File: src/rtl/ctrl_pipe_chain.sv
// ctrl_pipe_chain: parametrised chain of control-bundle pipeline registers
// with per-stage stall (propagating backwards), flush, in_ready and retire count.
//
// Ports:
//   clk, reset        rising-edge clock, async active-high reset
//   in_valid, in_ctrl bundle offered to stage 0 by the control-unit mux
//   in_ready          stage 0 can accept a bundle this cycle
//   stall, flush      per-stage hold request / bubble-insert request
//   stage_valid       valid bit of each stage
//   stage_ctrl        stage i bundle at [i*W +: W]
//   retire_count      valid bundles that left the last stage (wraps)
module ctrl_pipe_chain #(
    parameter int             STAGES = 4,
    parameter int             W      = 8,
    parameter logic [W-1:0]   BUBBLE = '0,
    parameter int             CNT_W  = 16
) (
    input  logic                clk,
    input  logic                reset,
    input  logic                in_valid,
    input  logic [W-1:0]        in_ctrl,
    output logic                in_ready,
    input  logic [STAGES-1:0]   stall,
    input  logic [STAGES-1:0]   flush,
    output logic [STAGES-1:0]   stage_valid,
    output logic [STAGES*W-1:0] stage_ctrl,
    output logic [CNT_W-1:0]    retire_count
);

    // hold[i] is set when stage i or any later stage stalls; computed
    // as an OR-reduction of the shifted stall vector to stay loop-free.
    logic [STAGES-1:0] hold;

    always_comb begin
        hold = '0;
        for (int i = 0; i < STAGES; i++) begin
            hold[i] = |(stall >> i);
        end
    end

    assign in_ready = ~hold[0];

    for (genvar i = 0; i < STAGES; i++) begin : g_stage
        logic         v;
        logic [W-1:0] c;

        if (i == 0) begin : g_head
            always_ff @(posedge clk or posedge reset) begin
                if (reset) begin
                    v <= 1'b0;
                    c <= BUBBLE;
                end else if (flush[i]) begin
                    v <= 1'b0;
                    c <= BUBBLE;
                end else if (!hold[i]) begin
                    v <= in_valid;
                    c <= in_valid ? in_ctrl : BUBBLE;
                end
            end
        end else begin : g_body
            // Upstream stage held: it keeps its bundle, so this slot
            // must become a bubble to avoid duplicating it.
            always_ff @(posedge clk or posedge reset) begin
                if (reset) begin
                    v <= 1'b0;
                    c <= BUBBLE;
                end else if (flush[i]) begin
                    v <= 1'b0;
                    c <= BUBBLE;
                end else if (!hold[i]) begin
                    if (hold[i-1]) begin
                        v <= 1'b0;
                        c <= BUBBLE;
                    end else begin
                        v <= g_stage[i-1].v;
                        c <= g_stage[i-1].c;
                    end
                end
            end
        end

        assign stage_valid[i]       = v;
        assign stage_ctrl[i*W +: W] = c;
    end

    // A flush of the last stage does not cancel the bundle leaving it.
    always_ff @(posedge clk or posedge reset) begin
        if (reset) begin
            retire_count <= '0;
        end else if (stage_valid[STAGES-1] && !hold[STAGES-1]) begin
            retire_count <= retire_count + 1'b1;
        end
    end

endmodule

File: config.mk
export PLATFORM = sky130hd
export DESIGN_NAME = ctrl_pipe_chain
export DESIGN_NICKNAME = d
export VERILOG_FILES = /design/src/rtl/ctrl_pipe_chain.sv
export SDC_FILE = /design/constraint.sdc
export NUM_CORES = 1
export LEC_CHECK = 0
export BUFFER_PORTS_ARGS = -buffer_cell sky130_fd_sc_hd__buf_2
export CAP_MARGIN = 10
export CORE_ASPECT_RATIO = 0.75
export CORE_UTILIZATION = 53
export DETAILED_ROUTE_END_ITERATION = 8
export PLACE_DENSITY = 0.83
export SLEW_MARGIN = 30
export SYNTH_ARGS = -nofsm -noshare
export SYNTH_HDL_FRONTEND = slang
export SYNTH_SLANG_ARGS = --single-unit
File: constraint.sdc
create_clock -name clk -period 2.4 [get_ports clk]
set_input_delay 0.36 -clock clk [delete_from_list [all_inputs] [get_ports clk]]
set_output_delay 0.36 -clock clk [all_outputs]
set_load 0.01 [all_outputs]
==> summary.md, run 1 <==
| Metric | Value |
|---|---|
| Status | finished, final reports clean |
| Core Area | 3800 um^2 |
| Drt pass-1 iters | 4 |
| CTS Buf Count | 5 |
| R2r worst-path depth | 4 |
| I/O pin count | 72 |
| Met1 Usage GRT | 31.2% |
| Die Area | 4380 um^2 |
| Sequential area share after synthesis | 59.7% |
| Worst reg2reg path startpoint | g_stage[3].v$_DFFE_PP0P_ |
| Synth Area in Simple Gates | 16.7% |
| Remaining DRCs | 0 |
| WS Path Type | input port to output port |
| First-pass GRT wire length | 7200 um |
| Critical Path RT | 2.04 ns |
| CTS tree | built |
| Clk slew on worst S/H paths | 0.09 ns |
| CTS max path bufs | 2 |
| Gpl congestion | 0.791 |
| Vias in the first global route | 1480 |
| Initial Util | 57.3% |
| DR WL/cell | 14.0 um |
| Crit path DAT | 1.37 ns |
| Total wire length | 4270 um |
| Grt met3 use | 5.60% |
| Fin cells | 305 |
| Leakage power | 1.45 nW |
| Clock Tree Root | clkbuf_8 |
| Final min period | 1.73 ns |
| Top cell type's share of synthesized area | 59.7% |
| Final setup violation count | 0 |
| Yosys reg bits | 52 |
| Area delta synth->final | 24.6% |
| Post-synth ARST share | 100% |
| Synth Area in Adders | 0.574% |
| Row count | 19 |
| Placed Cells | 296 |
| Drt via density | 5.29 |
| Post-synth net total | 202 |
| Synth top cells by count | dfrtp_1 (52), a22o_1 (17), nor2_1 (15), nand2_1 (12) |
| Post-synthesis xor/xnor area fraction | 6.03% |
| Clk_skew | 0.00655 ns |
| Design area | 2720 um^2 |
| Achievable frequency | 579 MHz |
| HP Class | input port to flip-flop |
| Setup bufs post-CTS | 0 |
| Htree depth | 2 |
| Total number of vias | 1612 |
| Worst-Margin Slew | 0.524 ns |
| DR iter-0 viols | 56 |
| Die X | 76.1 um |
| RSZ-0062 raised after global routing | no |
| Initial antenna violation count | 0 |
| Clk_lat worst skew | 0.30 ns |
| Synth Area in Compound Gates | 12.1% |
| Post-DRT Antenna Nets | 0 |
| Share of layout cells above drive strength 1 | 35.6% |
| Post-Syn Area per Cell | 12.0 um^2 |
| # nets final | 272 |
| Top_reg_cell synth | dfrtp_1 |
| Slew Limit Fails | 0 |
| Tcrit/Tclk final | 71.9% |
| Worst rel slew slack | 64.8% |
| Total GRT Usage | 21.8% |
| Post-Syn Area | 2180 um^2 |
| Largest family of logic cells by synthesized area | simple AND/OR/NAND/NOR gates |
| Placed cell area | 2550 um^2 |
| Clock sinks | 52 |
| GRT busiest layer | met2 |
| Most common cell in the netlist | dfrtp_1 |
| Startpoint Class | input port |
| Max Cap Violations | 0 |
| Worst hold start | in_ctrl[0] |
| Gr ovfl total | 0 |
| Synth area leader | dfrtp_1 |
| Worst VDD drop | 437 uV |
| CP Capture Type | output port |
| Cell Pwr Density | 643 nW/um^2 |
| DIE HEIGHT | 57.5 um |
| Fin Setup TNS | 0 ns |
| EDFF count, synth | 0 |
| Crit path from | stall[3] |
| DPL Wire Length | 3220 um |
| Synth Warn # | 0 |
| Cells after synthesis | 182 |
| N_diodes | 0 |
| IO Port Bufs | 71 |
| Synth unique cells | 34 |
| Hold Crit Depth | 2 |
| Largest net degree at the start of global routing | 25 |
| Met2 Usage GRT | 32.3% |
| Ranking of synthesized cells by area | dfrtp_1 (60%), a22o_1 (6.8%), xnor2_1 (4.4%) |
| Mux cell area share after synthesis | 0.517% |
| Count of final hold-check violations | 0 |
| Max Fanout on Critical Path | 16 |
metal layers:
layer  vias up  share of wire, %
met2        52                43
met1       773                50
met5         -                 0
li1        780                 -
met3         7               5.5
met4         0               1.2
final timing paths:
| kind | end | slack [ns] |
|---|---|---|
| worst max-delay path | in_ready | 0.67 |
| worst min-delay path | g_stage[0].c[0]$_DFFE_PP0P_ | 0.26 |
| worst max register to register | retire_count[10]$_DFFE_PP0P_ | 0.94 |
| worst min register to register | retire_count[15]$_DFFE_PP0P_ | 0.47 |
| max in group asynchronous | g_stage[2].c[2]$_DFFE_PP0P_ | 1.27 |
| min in group asynchronous | retire_count[2]$_DFFE_PP0P_ | 0.53 |
sequential cells by signal, summed over array words and instances (netlist names):
name and count:
retire_count 16, g_stage.c 32, g_stage.v 4
layout by cell type (no fill, tap or decap), types with 4 or more instances in the layout:
| cell type | n |
|---|---|
| a21oi_1 | 11 |
| a22o_1 | 17 |
| a22oi_1 | 7 |
| buf_2 | 71 |
| clkbuf_8 | 5 |
| dfrtp_1 | 52 |
| inv_1 | 4 |
| nand2_1 | 12 |
| nand3_1 | 5 |
| nand3b_1 | 9 |
| nor2_1 | 15 |
| xnor2_1 | 11 |
| xor2_1 | 4 |
metrics by stage:
step | hold WS [ns] | util (%) | total power (W) | worst slack, ns
3_5_place_dp | 0.322 | 66.9 | 0.000969 | 0.541
5_1_grt | 0.248 | 71.4 | 0.00181 | 0.611
2_1_floorplan | 0.474 | - | 0.000938 | 0.782
3_3_place_gp | 0.323 | 66.9 | 0.000968 | 0.626
6_report | 0.265 | 71.4 | 0.00175 | 0.674
4_1_cts | 0.255 | 71.4 | 0.00176 | 0.677
cell families after synthesis:
family                   count (synthesis)
AND/OR/NAND/NOR                         60
AO/OA/AOI/OAI                           36
multiplexers                             1
XOR/XNOR                                15
buffers and inverters                   17
adder cells (fa/ha/maj)                  1
flip-flops                              52
worst max-delay path, stage by stage:
cell    delay (ns)
buf_2         0.18
or2_1         0.39
nor3_2        0.25
buf_2         0.18
repair_timing:
| action | 4_1_cts | 5_1_grt |
|---|---|---|
| hold buffers | 1 | 0 |
| resized for setup | 0 | 0 |
| hold endpoints to repair | 12 | 0 |
area by class of cell:
cell class                      instances  area (um^2)
Sequential cell                        52         1300
Fill cell                             294         1090
Multi-Input combinational cell        113          783
Timing Repair Buffer                   75          388
Clock inverter                          3         90.1
Clock buffer                            5         68.8
Tap cell                               52         65.1
Inverter                                5         18.8
report_power, final:
| group | total (W) | switching [W] | internal (W) |
|---|---|---|---|
| Clock | 0.000794 | 0.000273 | 0.000521 |
| Combinational | 0.0000728 | 0.0000495 | 0.0000233 |
| Sequential | 0.000879 | 0.00000194 | 0.000877 |
| Total | 0.00175 | 0.000325 | 0.00142 |
Power figures use the tool's default switching activity.
==> run 2: changes to the inputs <==
- ABC_AREA: default -> 1
- CORE_UTILIZATION: 53 -> 46
- PLACE_DENSITY: 0.83 -> 0.75
- clock period: 2.4 -> 1.4 ns (I/O delays scaled with it)
==> run 2 against run 1 <==
  * Sequential power is 72% higher
  * Sequential cell count stayed put
  * Sequential share of layout area is 4.7 points lower
  * Setup slack worse by 0.58 ns
  * Via count is 18% higher
  * Clock power is 16% higher
  * Routed wire length is 21% higher
  * Hold slack worse by 0.15 ns
  * Register-to-register slack worse by 0.84 ns
  * Die area is 29% higher
  * Design area is 11% higher
  * Utilization is 11 points lower
  * Critical endpoint is now retire_count[12]$_DFFE_PP0P_
  * Largest power group unchanged
==> summary.md, run 2 <==
| Metric | Value |
|---|---|
| Total number of vias | 1907 |
| Initial Util | 49.2% |
| RSZ-0062 raised after global routing | no |
| Core Area | 5010 um^2 |
| Top_reg_cell synth | dfrtp_1 |
| Post-DRT Antenna Nets | 0 |
| Max FFs per register | 32 |
| Drt pass-1 iters | 4 |
| Net switching fraction of the power | 24.4% |
| Ranking of synthesized cells by area | dfrtp_1 (53%), nand2_1 (7.0%), nand3_1 (6.5%) |
| DIE HEIGHT | 65.4 um |
| Internal Pwr Total | 0.00197 W |
| Synth top cells by count | dfrtp_1 (52), nand2_1 (46), inv_1 (40), nand3_1 (32), nor2_1 (11) |
| CTS max path bufs | 2 |
| Die X | 86.5 um |
| Row count | 22 |
| Top flop regs | g_stage.c (32), retire_count (16), g_stage.v (4) |
| Final Util | 60.1% |
| Status | finished, final reports clean |
| IO Port Bufs | 71 |
| Remaining DRCs | 0 |
| Fin cells | 409 |
| Crit path DAT | 1.52 ns |
| Synth area leader | dfrtp_1 |
| # nets final | 356 |
| Synth Warn # | 0 |
| Post-synth ARST share | 100% |
| Achievable frequency | 767 MHz |
| Share of layout cells above drive strength 1 | 36.2% |
| Initial antenna violation count | 0 |
| Die Area | 5660 um^2 |
| Drt via density | 4.66 |
| Post-Syn Area per Cell | 9.48 um^2 |
| CTS Buf Count | 5 |
| Max Fanout on Critical Path | 5 |
| Slew Limit Fails | 0 |
| Fillers | 460 |
| Worst reg2reg path startpoint | retire_count[1]$_DFFE_PP0P_ |
| Clock Tree Root | clkbuf_8 |
| HP Class | input port to flip-flop |
| DPL Wire Length | 3790 um |
| First-pass GRT wire length | 8760 um |
| Final setup violation count | 0 |
| Total wire length | 5180 um |
| Critical Path RT | 1.61 ns |
| WS Path Type | flip-flop to flip-flop |
| Placed Cells | 399 |
| Yosys reg bits | 52 |
| Worst VDD drop | 440 uV |
| Cells after synthesis | 260 |
| CP Capture Type | flip-flop |
| Top cell type's share of synthesized area | 52.8% |
| Worst hold start | in_ctrl[1] |
| Htree depth | 2 |
| Leakage power | 1.64 nW |
| Crit path from | retire_count[1]$_DFFE_PP0P_ |
| Tot Pwr | 0.00260 W |
| Sequential power share | 58.1% |
| EDFF count, synth | 0 |
| Worst-Margin Slew | 0.418 ns |
| Clk_lat worst skew | 0.32 ns |
| Most common cell in the netlist | dfrtp_1 |
| Clock sinks | 52 |
| Clock share of power | 35.3% |
| Max Cap Violations | 0 |
| DR iter-0 viols | 88 |
| Vias in the first global route | 1799 |
| Area delta synth->final | 22.2% |
| Tcrit/Tclk final | 93.1% |
| Gpl congestion | 0.822 |
| Combinational power share | 6.6% |
| Synth unique cells | 26 |
| I/O pin count | 72 |
| CTS tree | built |
| Clk_skew | 0.00328 ns |
| Fin Setup TNS | 0 ns |
| Gr ovfl total | 0 |
| Largest Register | g_stage.c |
| Largest net degree at the start of global routing | 53 |
| Clk slew on worst S/H paths | 0.09 ns |
| Switching power | 0.000635 W |
| Count of final hold-check violations | 0 |
| Most common cell after layout, fill and taps aside | buf_2 |
| Commonest non-fill, non-tap cells in the layout | buf_2 (71), dfrtp_1 (52), nand2_1 (46) |
| Cell Pwr Density | 864 nW/um^2 |
| Post-Syn Area | 2460 um^2 |
| Final min period | 1.30 ns |
| Post-synth net total | 280 |
| Worst rel slew slack | 71.9% |
| Total GRT Usage | 20.5% |
| DR WL/cell | 12.7 um |
| Startpoint Class | flip-flop |
| Sequential area share after synthesis | 52.8% |
| N_diodes | 0 |
run 2: logic make-up after synthesis:
logic type / Yosys count / synth area share [%]
and+or+nand+nor: 114 / 23.7
AOI/OAI and AO/OA: 28 / 9.80
adders and majority gates: 1 / 0.508
xor gates and xnor gates: 9 / 3.20
DFF: 52 / 52.8
buffers and inverters: 56 / 10.1
run 2: cell type report:
class / count / area (um^2) / share of cell area (%)
clock buffer: 6 / 82.6 / 2.74
clock inverter: 2 / 15.0 / 0.498
inverter: 47 / 180 / 5.98
multi-input combinational: 152 / 921 / 30.6
sequential: 52 / 1300 / 43.2
tap: 72 / 90.1 / 2.99
timing repair buffer: 78 / 423 / 14.0
run 2: path summary, 6_finish.rpt:
check | end | slack (ns) | cells past startpoint
setup / recovery | retire_count[12]$_DFFE_PP0P_ | 0.1 | 6
hold / removal | g_stage[0].c[1]$_DFFE_PP0P_ | 0.11 | 3
setup reg to reg | retire_count[12]$_DFFE_PP0P_ | 0.1 | 6
hold reg to reg | retire_count[15]$_DFFE_PP0P_ | 0.50 | 2
max in group asynchronous | retire_count[4]$_DFFE_PP0P_ | 0.67 | 4
min in group asynchronous | retire_count[0]$_DFFE_PP0P_ | 0.49 | 4
run 2: per-stage QoR:
stage	setup WS (ns)	cell area [um^2]	hold slack [ns]
global route	0.0162	3010	0.103
floorplan	0.134	2470	0.265
CTS	0.0760	3000	0.105
global placement	0.179	2890	0.299
finish	0.0963	3010	0.112
detailed placement	0.0943	2890	0.300
run 2: power by group through the flow:
stage / registers [W] / logic (W) / clock network, W
global placement: 0.00154 / 0.000169 / 0
CTS: 0.00151 / 0.000175 / 0.000937
detailed placement: 0.00154 / 0.000172 / 0
global route: 0.00152 / 0.000193 / 0.00101
finish: 0.00151 / 0.000171 / 0.000918
floorplan: 0.00155 / 0.0000959 / 0
run 2: metal layers:
layer  vias to the layer above  routed length, um  track usage, %  part of all wire [%]
met5                         -                  0               0                     0
met2                        51               2120            28.6                    41
met3                         7                273            6.16                   5.3
met4                         0                 70            6.25                   1.4
li1                        969                  -               -                     -
met1                       880               2720            30.4                    52
run 2: timing repair:
action	CTS	global route
buffers inserted	0	1
endpoints found under the setup margin	0	1
hold buffers	1	0
hold endpoints to repair	52	0
gates resized for setup	0	1
run 2: worst max-delay path: stages (launching register included):
cell	delay, ns
dfrtp_1	0.41
ha_1	0.21
nand3_2	0.11
nor2_4	0.21
nand2_4	0.09
o21ai_1	0.12
nand2_1	0.06
==> run 3: changes to the inputs <==
- ABC_AREA: 1 -> default
- CORE_UTILIZATION: 46 -> 45
- clock period: 1.4 -> 1.1 ns (I/O delays scaled with it)
==> run 3 against run 2 <==
  * Register-to-register slack worse by 0.27 ns
  * Utilization rose by 11 points
  * Sequential power up 27%
  * Combinational power is 14% higher
  * Setup slack worse by 0.27 ns
  * The run now ends with setup timing left
  * Total power grew 35%
  * Final cell count fell by 14%
  * Sequential cell count unchanged
  * Design area is 8.1% higher
  * Via count fell by 5.3%
  * Clock skew up 0.0042 ns
  * Critical endpoint is now retire_count[10]$_DFFE_PP0P_
  * Global-route usage up 0.45 points
==> summary.md, run 3 (same netlist as run 1, synthesis figures left out) <==
| Metric | Value |
|---|---|
| Worst rel slew slack | 74.9% |
| Clock sinks | 52 |
| Total GRT Usage | 20.9% |
| Slew Limit Fails | 0 |
| Vias in the first global route | 1599 |
| Most common cell after layout, fill and taps aside | buf_2 |
| IO Port Bufs | 71 |
| Critical Path Max Stage Delay | 0.39 ns |
| DIE HEIGHT | 62.3 um |
| R2r setup slk | -0.17 ns |
| Achievable frequency | 787 MHz |
| Clk slew on worst S/H paths | 0.09 ns |
| Critical Path RT | 1.32 ns |
| Hold_ws | 0.0824 ns |
| Max FFs per register | 32 |
| Clk_lat worst skew | 0.30 ns |
| Die Area | 5130 um^2 |
| Worst VDD drop | 863 uV |
| Worst hold start | in_ctrl[6] |
| Top flop regs | g_stage.c (32), retire_count (16), g_stage.v (4) |
| Final setup violation count | 25 |
| # nets final | 313 |
| Footprint of the multi-input gates | 882 um^2 |
| HP Class | input port to flip-flop |
| Largest net degree at the start of global routing | 53 |
| Remaining DRCs | 0 |
| DPL Wire Length | 3480 um |
| DR WL/cell | 15.8 um |
| CP top delay family | simple AND/OR/NAND/NOR gates |
| Total number of vias | 1806 |
| Post-DRT Antenna Nets | 0 |
| Clk_skew | 0.00749 ns |
| Max Cap Violations | 0 |
| Max Fanout on Critical Path | 3 |
| Crit path DAT | 1.49 ns |
| Initial antenna violation count | 0 |
| Worst Path Buf+Inv | 0 |
| Leakage power | 1.70 nW |
| CTS max path bufs | 2 |
| Htree depth | 2 |
| Worst-Margin Slew | 0.375 ns |
| CP Capture Type | flip-flop |
| Cell Pwr Density | 1080 nW/um^2 |
| Largest Register | g_stage.c |
| Initial Util | 47.9% |
| Gr ovfl total | 0 |
| CTS tree | built |
| Area delta synth->final | 49.4% |
| RSZ-0062 raised after global routing | yes |
| Commonest non-fill, non-tap cells in the layout | buf_2 (58), dfrtp_1 (50), buf_6 (29) |
| Row count | 21 |
| Hold Crit Depth | 2 |
| I/O pin count | 72 |
| Slowest-stage cell, CP | dfrtp_1 |
| Placed Cells | 328 |
| Critical path, cell by cell | and4b_2 > nand4_1 > nor2_1 > xor2_1 |
| Fin Setup TNS | -2.29 ns |
| Drt pass-1 iters | 4 |
| FF-to-FF End | retire_count[10]$_DFFE_PP0P_ |
| N_diodes | 0 |
| Hold Path Sink | g_stage[0].c[6]$_DFFE_PP0P_ |
| DR iter-0 viols | 121 |
| Fillers | 324 |
| Worst reg2reg path startpoint | retire_count[3]$_DFFE_PP0P_ |
| Total wire length | 5550 um |
| Clock Tree Root | clkbuf_8 |
| Startpoint Class | flip-flop |
| WS Path Type | flip-flop to flip-flop |
| Count of final hold-check violations | 0 |
| Final min period | 1.27 ns |
| Final worst setup slack | -0.170 ns |
| First-pass GRT wire length | 8060 um |
| Drt via density | 5.15 |
| Failing checks | setup timing |
| Status | finished with violations |
| Core Area | 4550 um^2 |
| Register area | 1300 um^2 |
| Gpl congestion | 0.812 |
| Tot Pwr | 0.00351 W |
| Fin cells | 351 |
| CTS Buf Count | 5 |
| Tcrit/Tclk final | 115% |
| R2r worst-path depth | 4 |
| Share of layout cells above drive strength 1 | 51.0% |
| Die X | 82.4 um |
[run 3: cell count changes in the layout (fill, tap and decap cells not counted), moves of 11 or more]
cell | previous run | this run
nand3_1 | 31 | 1
buf_6 | 0 | 29
buf_2 | 71 | 58
buf_4 | 5 | 27
a22o_1 | 0 | 17
inv_1 | 39 | 4
a21oi_1 | 0 | 11
nand2_1 | 46 | 12
[run 3: power breakdown]
| part | internal (W) | switching [W] | leakage, nW |
|---|---|---|---|
| registers | 0.00191 | 0.00000437 | 0.707 |
| logic | 0.0000738 | 0.000121 | 0.928 |
| clock network | 0.000803 | 0.000594 | 0.0645 |
| total | 0.00279 | 0.000719 | 1.70 |
[run 3: repair_timing]
item | 4_1_cts | 5_1_grt
pin swaps | 9 | 7
setup buffers | 8 | 13
gates resized for setup | 32 | 21
endpoints found under the hold margin | 52 | 0
hold buffers | 1 | 0
setup endpoints to repair | 29 | 39
[run 3: layer usage]
layer,global-route usage (%),part of all wire (%),vias up
met5,0,0,-
met4,6.58,1.3,0
met3,4.26,5.6,7
met2,29.2,47,63
met1,32.4,46,876
li1,-,-,860
[run 3: cell type report]
class	count	area share, %
flip-flops and latches	52	40.0
multi-input cells	113	27.1
repair buffers	116	26.1
clock buffers	7	2.96
well taps	57	2.19
clock inverters	1	0.922
inverters	5	0.692
[run 3: worst reg2reg max path, stage by stage, from the launching register on]
cell     delay (ns)
dfrtp_1        0.39
and4b_2        0.30
nand4_1        0.19
nor2_1         0.16
xor2_1         0.16
[run 3: metrics by stage]
stage	setup slack, ns	util (%)	instance area, um^2
after floorplan	-0.155	-	2220
after global placement	-0.163	61.5	2800
after detailed placement	-0.217	61.5	2800
after CTS	-0.187	68.9	3130
after global routing	-0.247	71.6	3260
final	-0.170	71.6	3260
[run 3: worst max path at each step]
stage,start,end,slack (ns),cells after the start
3_5_place_dp,stall[2],g_stage[0].c[4]$_DFFE_PP0P_,-0.22,5
6_report,retire_count[3]$_DFFE_PP0P_,retire_count[10]$_DFFE_PP0P_,-0.17,4
3_3_place_gp,stall[2],g_stage[0].c[0]$_DFFE_PP0P_,-0.16,5
4_1_cts,retire_count[3]$_DFFE_PP0P_,retire_count[10]$_DFFE_PP0P_,-0.19,4
2_1_floorplan,retire_count[10]$_DFFE_PP0P_,retire_count[15]$_DFFE_PP0P_,-0.15,4
5_1_grt,retire_count[5]$_DFFE_PP0P_,retire_count[10]$_DFFE_PP0P_,-0.25,4
